--- src/rtl/hwag_vr_gen.sv ---
// hwag_vr_gen: crank trigger-wheel emulator (transmitting end of the VR path).
// Produces a toothed-wheel pulse train (e.g. 60-2) with a programmable tooth
// period, high time, tooth count and missing-tooth gap. It also reports the
// emulated tooth position, so downstream capture/gap logic can be checked.
// Optional feature: define HWAG_VR_GEN_ACCEL_EN to add a per-tooth period
// ramp (cfg_step, cfg_pmin) that is applied at every tooth boundary.
module hwag_vr_gen #(
  parameter int PW = 24,
  parameter int TW = 8
) (
  input  logic          clk,
  input  logic          rst,
  input  logic          ena,
  input  logic          load,
  input  logic [PW-1:0] cfg_period,
  input  logic [PW-1:0] cfg_high,
  input  logic [TW-1:0] cfg_total,
  input  logic [TW-1:0] cfg_missing,
`ifdef HWAG_VR_GEN_ACCEL_EN
  input  logic [15:0]   cfg_step,
  input  logic [PW-1:0] cfg_pmin,
`endif
  output logic          vr_out,
  output logic          tooth_strobe,
  output logic          gap_strobe,
  output logic [TW-1:0] tooth_num,
  output logic          running,
  output logic          cfg_err
);

  typedef enum logic {IDLE = 1'b0, RUN = 1'b1} state_t;

  typedef struct packed {
    logic [PW-1:0] period;
    logic [PW-1:0] high;
    logic [TW-1:0] total;
    logic [TW-1:0] missing;
`ifdef HWAG_VR_GEN_ACCEL_EN
    logic [15:0]   step;
    logic [PW-1:0] pmin;
`endif
  } cfg_t;

  state_t        state, state_nx;
  cfg_t          act, act_nx, pend, cfg_in;
  logic          act_valid, pend_new, load_ok, apply_pend, wrap;
  logic [PW-1:0] pcnt, pcnt_nx;
  logic [TW-1:0] pos, pos_nx;
  logic          vr_nx, strobe_nx, real_tooth;

`ifdef HWAG_VR_GEN_ACCEL_EN
  // Next tooth period: current period plus signed step, saturated to
  // [max(pmin, high+1), 2^PW-1] so the ramp can never wrap.
  function automatic logic [PW-1:0] ramp_period(input cfg_t c);
    logic signed [PW+1:0] sum;
    logic signed [PW+1:0] lo;
    logic signed [PW+1:0] hi;
    logic [PW-1:0]        floor_p;
    floor_p = (c.pmin > c.high + PW'(1)) ? c.pmin : c.high + PW'(1);
    sum = $signed({2'b00, c.period}) + $signed({{(PW+2-16){c.step[15]}}, c.step});
    lo  = $signed({2'b00, floor_p});
    hi  = $signed({2'b00, {PW{1'b1}}});
    if (sum < lo)      ramp_period = floor_p;
    else if (sum > hi) ramp_period = {PW{1'b1}};
    else               ramp_period = sum[PW-1:0];
  endfunction
`endif

  // Gather the cfg_* inputs into one record and check it for validity.
  always_comb begin
    cfg_in         = '0;
    cfg_in.period  = cfg_period;
    cfg_in.high    = cfg_high;
    cfg_in.total   = cfg_total;
    cfg_in.missing = cfg_missing;
`ifdef HWAG_VR_GEN_ACCEL_EN
    cfg_in.step    = cfg_step;
    cfg_in.pmin    = cfg_pmin;
`endif
    load_ok = (cfg_period >= PW'(2)) && (cfg_high != '0) && (cfg_high < cfg_period) &&
              (cfg_total >= TW'(3)) &&
              (({1'b0, cfg_missing} + (TW+1)'(2)) <= {1'b0, cfg_total});
  end

  assign wrap = (state == RUN) && (pcnt == act.period - PW'(1));

  // Next state, counters, active config and the values the outputs take next.
  always_comb begin
    // NOTE: every signal written here gets a default first, so no latch is inferred.
    state_nx   = state;
    pcnt_nx    = '0;
    pos_nx     = '0;
    act_nx     = act;
    apply_pend = 1'b0;
    vr_nx      = 1'b0;
    strobe_nx  = 1'b0;
    real_tooth = 1'b0;
    case (state)
      IDLE: begin
        if (pend_new) begin
          act_nx     = pend;
          apply_pend = 1'b1;
        end
        if (ena && act_valid) state_nx = RUN;
      end
      RUN: begin
        if (!ena) begin
          state_nx = IDLE;
        end else if (wrap) begin
          pos_nx = (pos == act.total - TW'(1)) ? '0 : pos + TW'(1);
          if (pend_new) begin
            act_nx     = pend;
            apply_pend = 1'b1;
          end
`ifdef HWAG_VR_GEN_ACCEL_EN
          else begin
            act_nx.period = ramp_period(act);
          end
`endif
          // A freshly applied, shorter wheel restarts at position 0.
          if (pos_nx >= act_nx.total) pos_nx = '0;
        end else begin
          pcnt_nx = pcnt + PW'(1);
          pos_nx  = pos;
        end
      end
      default: state_nx = IDLE;
    endcase
    if (state_nx == RUN) begin
      real_tooth = pos_nx < (act_nx.total - act_nx.missing);
      vr_nx      = real_tooth && (pcnt_nx < act_nx.high);
      strobe_nx  = real_tooth && (pcnt_nx == '0);
    end
  end

  // State register, tooth counters, active config and registered outputs.
  always_ff @(posedge clk) begin
    // NOTE: sequential state is updated with non-blocking assignments only.
    if (rst) begin
      state        <= IDLE;
      pcnt         <= '0;
      pos          <= '0;
      act          <= '0;
      act_valid    <= 1'b0;
      vr_out       <= 1'b0;
      tooth_strobe <= 1'b0;
      gap_strobe   <= 1'b0;
    end else begin
      state        <= state_nx;
      pcnt         <= pcnt_nx;
      pos          <= pos_nx;
      act          <= act_nx;
      act_valid    <= act_valid | apply_pend;
      vr_out       <= vr_nx;
      tooth_strobe <= strobe_nx;
      gap_strobe   <= strobe_nx & (pos_nx == '0);
    end
  end

  // Pending config capture; a load on an apply cycle waits for the next boundary.
  always_ff @(posedge clk) begin
    if (rst) begin
      pend     <= '0;
      pend_new <= 1'b0;
      cfg_err  <= 1'b0;
    end else begin
      if (load) begin
        if (load_ok) begin
          pend    <= cfg_in;
          cfg_err <= 1'b0;
        end else begin
          cfg_err <= 1'b1;
        end
      end
      if (load && load_ok) pend_new <= 1'b1;
      else if (apply_pend) pend_new <= 1'b0;
    end
  end

  assign tooth_num = pos;
  assign running   = (state == RUN);

endmodule

--- config.mk ---
export PLATFORM = sky130hd
export DESIGN_NAME = hwag_vr_gen
export DESIGN_NICKNAME = d
export VERILOG_FILES = /design/src/rtl/hwag_vr_gen.sv
export SDC_FILE = /design/constraint.sdc
export NUM_CORES = 1
export LEC_CHECK = 0
export BUFFER_PORTS_ARGS = -buffer_cell sky130_fd_sc_hd__buf_2
export CORE_UTILIZATION = 66
export CTS_CLUSTER_DIAMETER = 100
export DETAILED_ROUTE_END_ITERATION = 10
export PLACE_DENSITY = 0.91
export SYNTH_ARGS = -nofsm -noshare
export SYNTH_HDL_FRONTEND = slang
export SYNTH_SLANG_ARGS = --single-unit
--- constraint.sdc ---
create_clock -name clk -period 13.4 [get_ports clk]
set_clock_uncertainty 0.2 [all_clocks]
set_input_delay 0.67 -clock clk [delete_from_list [all_inputs] [get_ports clk]]
set_output_delay 0.67 -clock clk [all_outputs]
set_load 0.005 [all_outputs]
==> impl_metrics.toml, run 1 <==
[status]
status = "finished, final reports clean"

[route]
drt_iter0_markers = 954
drtPass1Iterations = 6
vias = 9152
vias_per_cell = 6.57
drc_errors = 0
drtAntennaViolNets = 0
wl_um = 28500
wl_per_cell_um = 20.5

[synth]
async_flop_share_pct = 0
synth_area_leaders = "dfxtp_1 (34%), ha_1 (10%), mux2i_1 (7.7%), nor2_1 (6.7%), xnor2_1 (4.4%)"
ys_seq_elements = 167
synth_nets = 1295
syn_area_um2 = 9930
yosys_warnings = 0
avgSynthCellArea_um2 = 8.67
synth_top_area_cell = "dfxtp_1"
ys_types = 73
ys_seq_area_share_pct = 33.7
synth_top_area_share_pct = 33.7
synth_edf_count = 0
synth_cells = 1145
synthFlopType = "dfxtp_1"

[place]
dpl_cell_area_um2 = 10400
hpwl_um = 19200
io_buffers = 80
gp_congestion = 0.912

[critical_path]
start_kind = "flop"
rr_worst_depth = 28
rr_startpoint = "act[40]"
reg2reg_slack_ns = 6.28
slowest_delay_ns = 0.51
critPathCaptureType = "flop"
critPathRequiredTime_ns = 13.57
endpoint = "vr_out"
crit_path_start = "act[40]"
crit_arrival_ns = 7.29
path_class = "reg -> reg"
worst_path_max_delay_cell = "nor3b_1"
r2r_end = "vr_out"
worstPathMaxFanout = 22

[timing]
final_hold_viol_count = 0
worst_pin_slew_ns = 1.16
fin_crit_ns = 7.12
fmax_ghz = 0.140
fin_crit_sh_pct = 53.1
setup_violations = 0
slew_viol_final = 0
rsz0062_at_grt = "false"
relSlewSlack_pct = 22.7
fin_tns_setup_ns = 0

[floorplanning]
core-area_um2 = 14600
start_util_pct = 68.1
die_area_um2 = 15500
die_w_um = 125
io_pins = 81
row_count = 44
die_h_um = 125

[clocking]
cts_tree = "yes"
cts_buffer_depth = 2
clkTransAtPathRegs_ns = 0.07
post-cts-setup-buffers = 0
cts_root_buffer = "clkbuf_16"
clk_latency_ns = 0.44
cts_resized = 0
h-tree-depth = 4
cts_buffers = 17
clock-sinks = 167
cts_hold_buf = 0

[pwr]
p_leak_uw = 0.00505
vdd.ir_drop.worst_mv = 0.101
power_density_nw_per_um2 = 114

[finish]
area_growth_pct = 11.1
drive_gt1_share_pct = 14.2
diodes = 0
nets = 1346
design_area_um2 = 11000

[global_routing]
grt.total_usage_pct = 37.5
grt_max_degree = 81
grt_overflow = 0
grt_pass1_vias = 8784
grt_pass1_wl_um = 46300
antenna_found_initial = 0

[run]
cap_violations = 0

[worst_hold_path]
hold_class = "reg -> reg"
==> worst min-delay path by stage <==
stage | start | to | cells after the start
5_1_grt | pend[53] | act[53] | 2
6_report | act[41] | act[41] | 2
3_5_place_dp | pend[53] | act[53] | 2
4_1_cts | pend[53] | act[53] | 2
3_3_place_gp | pend[61] | act[61] | 2
2_1_floorplan | pend[41] | act[41] | 2
==> cells in the final DEF (no fill, tap or decap), types with 4 or more instances in the layout <==
cell       synthesis  final
nor2_1           178    178
dfxtp_1          167    167
nand2_1           84     84
ha_1              81     81
buf_2              7     79
mux2i_1           76     76
a21oi_1           59     59
inv_1             56     56
xnor2_1           50     50
xor2_1            32     32
nand3_1           30     30
mux2i_2           25     25
nor2b_1           24     24
nand4_1           23     23
o21ai_0           23     23
nor4_1            20     20
a21o_1            19     19
clkbuf_16          0     17
nor3_1            14     14
and3_1            14     14
or3_1             10     10
mux2_2             9      9
nand2b_1           8      8
o211ai_1           6      6
bufinv_16          0      6
or4_1              6      5
buf_4              0      5
nor3b_1            4      4
a211oi_1           4      4
inv_6              0      4
==> critical path, delay by kind of cell, from the launching register on <==
family | cells | cell delay, ns
simple gates | 11 | 2.91
mux | 1 | 0.39
flops | 1 | 0.35
buf+inv | 1 | 0.07
compound gates | 9 | 1.65
xor+xnor | 3 | 0.68
fa+ha+maj | 3 | 0.81
==> state kept, by name, summed over array words and instances (netlist names) <==
| register | count |
|---|---|
| act | 64 |
| act_valid | 1 |
| cfg_err | 1 |
| gap_strobe | 1 |
| pcnt | 24 |
| pend | 64 |
| pend_new | 1 |
| running | 1 |
| tooth_num | 8 |
| tooth_strobe | 1 |
| vr_out | 1 |
==> per-layer routing <==
layer,global-route usage [%],vias up,routed length [µm]
li1,-,4098,-
met1,48.8,4284,11400
met4,18.1,0,1340
met2,60.1,629,13100
met3,6.53,141,2690
met5,0,-,0
==> cell type report <==
class | instances | area, µm²
Inverter | 56 | 210
Tap cell | 184 | 230
Sequential cell | 167 | 3340
Fill cell | 869 | 3550
Timing Repair Buffer | 84 | 433
Clock inverter | 15 | 246
Clock buffer | 17 | 425
Multi-Input combinational cell | 870 | 6150
==> through the flow <==
| stage | setup slack [ns] | power [µW] | instances | hold slack, ns | util (%) |
|---|---|---|---|---|---|
| 2_1_floorplan | 7.59 | 640 | 1145 | 0.232 | - |
| 3_3_place_gp | 6.94 | 678 | 1361 | 0.247 | 71.0 |
| 3_5_place_dp | 6.51 | 687 | 1361 | 0.253 | 71.0 |
| 4_1_cts | 6.41 | 1240 | 1393 | 0.267 | 75.6 |
| 5_1_grt | 5.96 | 1290 | 1393 | 0.287 | 75.6 |
| 6_report | 6.28 | 1250 | 1393 | 0.279 | 75.6 |
==> power breakdown <==
group,internal (µW),switching (µW),total [µW],leakage [µW]
Clock,351,216,567,0.000328
Combinational,66.3,93.3,160,0.00337
Sequential,512,14.4,526,0.00135
==> cells in the mapped netlist, types with 4 or more instances <==
| cell type | n |
|---|---|
| mux2i_2 | 25 |
| nor2b_1 | 24 |
| or4_1 | 6 |
| nor3b_1 | 4 |
| buf_1 | 6 |
| mux2i_1 | 76 |
| ha_1 | 81 |
| xnor2_1 | 50 |
| xor2_1 | 32 |
| nor2_1 | 178 |
| o211ai_1 | 6 |
| nand4_1 | 23 |
| a21oi_1 | 59 |
| a21o_1 | 19 |
| nor4_1 | 20 |
| and3_1 | 14 |
| nand2b_1 | 8 |
| nor3_1 | 14 |
| a211oi_1 | 4 |
| nand2_1 | 84 |
| nand3_1 | 30 |
| buf_2 | 7 |
| or3_1 | 10 |
| dfxtp_1 | 167 |
| inv_1 | 56 |
| o21ai_0 | 23 |
| clkbuf_1 | 35 |
| mux2_2 | 9 |
| buf_6 | 4 |
==> cells by family (layout without fill, tap and decap cells) <==
kind of cell | after synthesis | after routing | share of synthesized area, %
simple gates | 447 | 447 | 22.2
flops | 167 | 167 | 33.7
compound gates | 147 | 147 | 9.60
mux | 112 | 112 | 12.4
buf+inv | 108 | 172 | 4.47
fa+ha+maj | 82 | 82 | 10.4
xor+xnor | 82 | 82 | 7.23
(Power assumes the default switching activity.)
==> run 2: changes to the inputs <==
--- a/config.mk
+++ b/config.mk
@@ -6,10 +6,10 @@
 export NUM_CORES = 1
 export LEC_CHECK = 0
 export BUFFER_PORTS_ARGS = -buffer_cell sky130_fd_sc_hd__buf_2
-export CORE_UTILIZATION = 66
+export CORE_UTILIZATION = 55
 export CTS_CLUSTER_DIAMETER = 100
 export DETAILED_ROUTE_END_ITERATION = 10
-export PLACE_DENSITY = 0.91
+export PLACE_DENSITY = 0.81
 export SYNTH_ARGS = -nofsm -noshare
 export SYNTH_HDL_FRONTEND = slang
 export SYNTH_SLANG_ARGS = --single-unit
==> constraint.sdc (replaced) <==
create_clock -name clk -period 6.1 [get_ports clk]
set_clock_uncertainty 0.2 [all_clocks]
set_input_delay 0.305 -clock clk [delete_from_list [all_inputs] [get_ports clk]]
set_output_delay 0.305 -clock clk [all_outputs]
set_load 0.005 [all_outputs]
==> run 2 against run 1 <==
Net effect: sequential cell count stayed put; combinational power grew 150%; non-clock buffer count rose by 92; worst hold slack worse by 0.26 ns; setup slack worse by 6.1 ns; count of clock-buffer cells in the layout up 1; global-route usage down 6.1 points; power increased by 120%; maximum frequency up 20%; utilization down 6.9 points; largest power group is now sequential cells.
==> impl_metrics.toml, run 2 (synthesis results as in run 1) <==
[pwr]
clkPwrFrac_pct = 42.6
p_sw_share_pct = 27.2
vdd.ir_drop.worst_mv = 0.202
p_sw_uw = 732
p_leak_uw = 0.00547
internal-power_uw = 1960
p_comb_share_pct = 14.6
total_power_uw = 2690
seq_power_share_pct = 42.8
power_density_nw_per_um2 = 224

[critical_path]
reg2reg_slack_ns = 0.18
cp.depth = 26
critPathCaptureType = "flop"
crit_arrival_ns = 6.09
critPathRequiredTime_ns = 6.27
crit_path_start = "act[55]"
rr_worst_depth = 26
endpoint = "vr_out"
r2r_end = "vr_out"
rr_startpoint = "act[55]"
start_kind = "flop"
crit_family = "simple AND/OR/NAND/NOR gates"
path_class = "reg -> reg"
crit_path_frequent_cell = "a21o_1"
crit_buf_inv = 0
worstPathMaxFanout = 6
worst_path_max_delay_cell = "or4_4"
slowest_delay_ns = 0.59

[route]
drc_errors = 0
drtPass1Iterations = 5
wl_per_cell_um = 18.8
vias_per_cell = 5.98
drt_iter0_markers = 741
drtAntennaViolNets = 0
wl_um = 28800
vias = 9142

[floorplanning]
die_area_um2 = 18600
start_util_pct = 56.8
die_h_um = 136
io_pins = 81
row_count = 48
core-area_um2 = 17500
die_w_um = 136

[timing]
fin_crit_ns = 5.92
worst_pin_slew_ns = 1.14
slew_viol_final = 0
fmax_ghz = 0.169
relSlewSlack_pct = 23.7
fin_crit_sh_pct = 97.0
setup_violations = 0
final_hold_viol_count = 0

[clocking]
h-tree-depth = 4
cts_tree = "yes"
cts_root_buffer = "clkbuf_16"
clk_latency_ns = 0.44
clkTransAtPathRegs_ns = 0.07
cts_buffer_depth = 2
clock-sinks = 167
cts_buffers = 17

[finish]
largestRegisters = "act (64), pend (64), pcnt (24)"
nets = 1438
area_growth_pct = 21.1
final.fill_count = 1217
final_common_cell = "nor2_1"
utilization_pct = 68.8
multi_input_area_um2 = 6280
seqCellArea_um2 = 3350
layout_common_cells = "nor2_1 (178), dfxtp_1 (164), nand2_1 (84)"
drive_gt1_share_pct = 16.8

[global_routing]
grt_pass1_vias = 8945
grt.total_usage_pct = 31.4
grt_overflow = 0
grt_max_degree = 75
antenna_found_initial = 3
grt_pass1_wl_um = 45300

[run]
cap_violations = 0

[status]
status = "finished, final reports clean"

[worst_hold_path]
hold_class = "in -> reg"

[place]
gp_congestion = 0.950
io_buffers = 80
hpwl_um = 19000
[run 2: changes by cell type in the layout (fill, tap and decap cells not counted), sizes merged]
cell,previous run,this run
clkinvlp,1,3
dlygate4sd3,0,62
bufinv,6,3
inv,60,62
clkinv,4,2
clkbuf,17,18
buf,84,114
diode,0,3
[run 2: layer usage]
metal / vias up / share of wire [%] / global-route usage, %
met4: 0 / 3.5 / 14.4
li1: 4294 / - / -
met1: 4364 / 42 / 40.0
met2: 398 / 48 / 51.3
met5: - / 0 / 0
met3: 86 / 6.4 / 5.74
[run 2: worst register-to-register path: stages, from the launching register on]
cell	delay, ns
dfxtp_1	0.32
or4_4	0.59
nor3_4	0.14
xnor2_1	0.08
or2_1	0.25
o41ai_4	0.44
nand4_4	0.15
o21a_4	0.25
nand2b_4	0.19
mux2i_4	0.23
ha_1	0.29
nor2b_1	0.14
o21ai_1	0.13
nand2b_1	0.12
a21o_1	0.21
a21o_1	0.21
a21o_1	0.20
a21oi_2	0.14
xor2_1	0.18
xnor2_1	0.10
ha_1	0.34
o21ai_1	0.09
nand3b_1	0.12
nor3_2	0.12
a21oi_1	0.10
or4_1	0.43
a21oi_2	0.11
[run 2: area by class of cell]
| cell class | instances | share of cell area, % |
|---|---|---|
| antenna | 3 | 0.0625 |
| clock buffer | 18 | 3.57 |
| clock inverter | 14 | 1.56 |
| inverter | 56 | 1.75 |
| multi-input combinational | 870 | 52.2 |
| sequential | 167 | 27.8 |
| tap | 225 | 2.34 |
| timing repair buffer | 176 | 10.6 |
[run 2: worst min-delay path by stage]
stage / start / endpoint / slack, ns / depth (start not counted)
2_1_floorplan: pend[41] / act[41] / 0.23 / 2
3_3_place_gp: pend[50] / act[50] / 0.24 / 2
3_5_place_dp: pend[50] / act[50] / 0.25 / 2
4_1_cts: cfg_missing[4] / pend[4] / 0.008 / 3
5_1_grt: cfg_missing[4] / pend[4] / 0.02 / 3
6_report: cfg_missing[3] / pend[3] / 0.02 / 3
[run 2: power groups by stage]
stage	clock network (µW)	logic (µW)	registers [µW]
4_1_cts	1140	368	1150
3_3_place_gp	0	320	1170
6_report	1150	393	1150
5_1_grt	1200	426	1160
3_5_place_dp	0	329	1180
2_1_floorplan	0	242	1170
[run 2: what timing repair did]
item | CTS | global route
pin swaps | 4 | 13
buffers inserted | 3 | 14
hold buffers | 62 | 0
hold endpoints to repair | 62 | 0
gates resized for setup | 11 | 19
setup endpoints to repair | 2 | 3
[run 2: through the flow]
step           setup WS (ns)  cell area [µm²]  hold slack (ns)  TNS (ns)  instances
6_report               0.181            12000           0.0207         0       1529
5_1_grt               -0.122            12000           0.0222    -0.122       1529
4_1_cts               0.0115            11800          0.00780         0       1512
3_5_place_dp         -0.0228            10500            0.252   -0.0228       1415
3_3_place_gp           0.131            10500            0.243         0       1415
2_1_floorplan          0.287             9930            0.232         0       1145
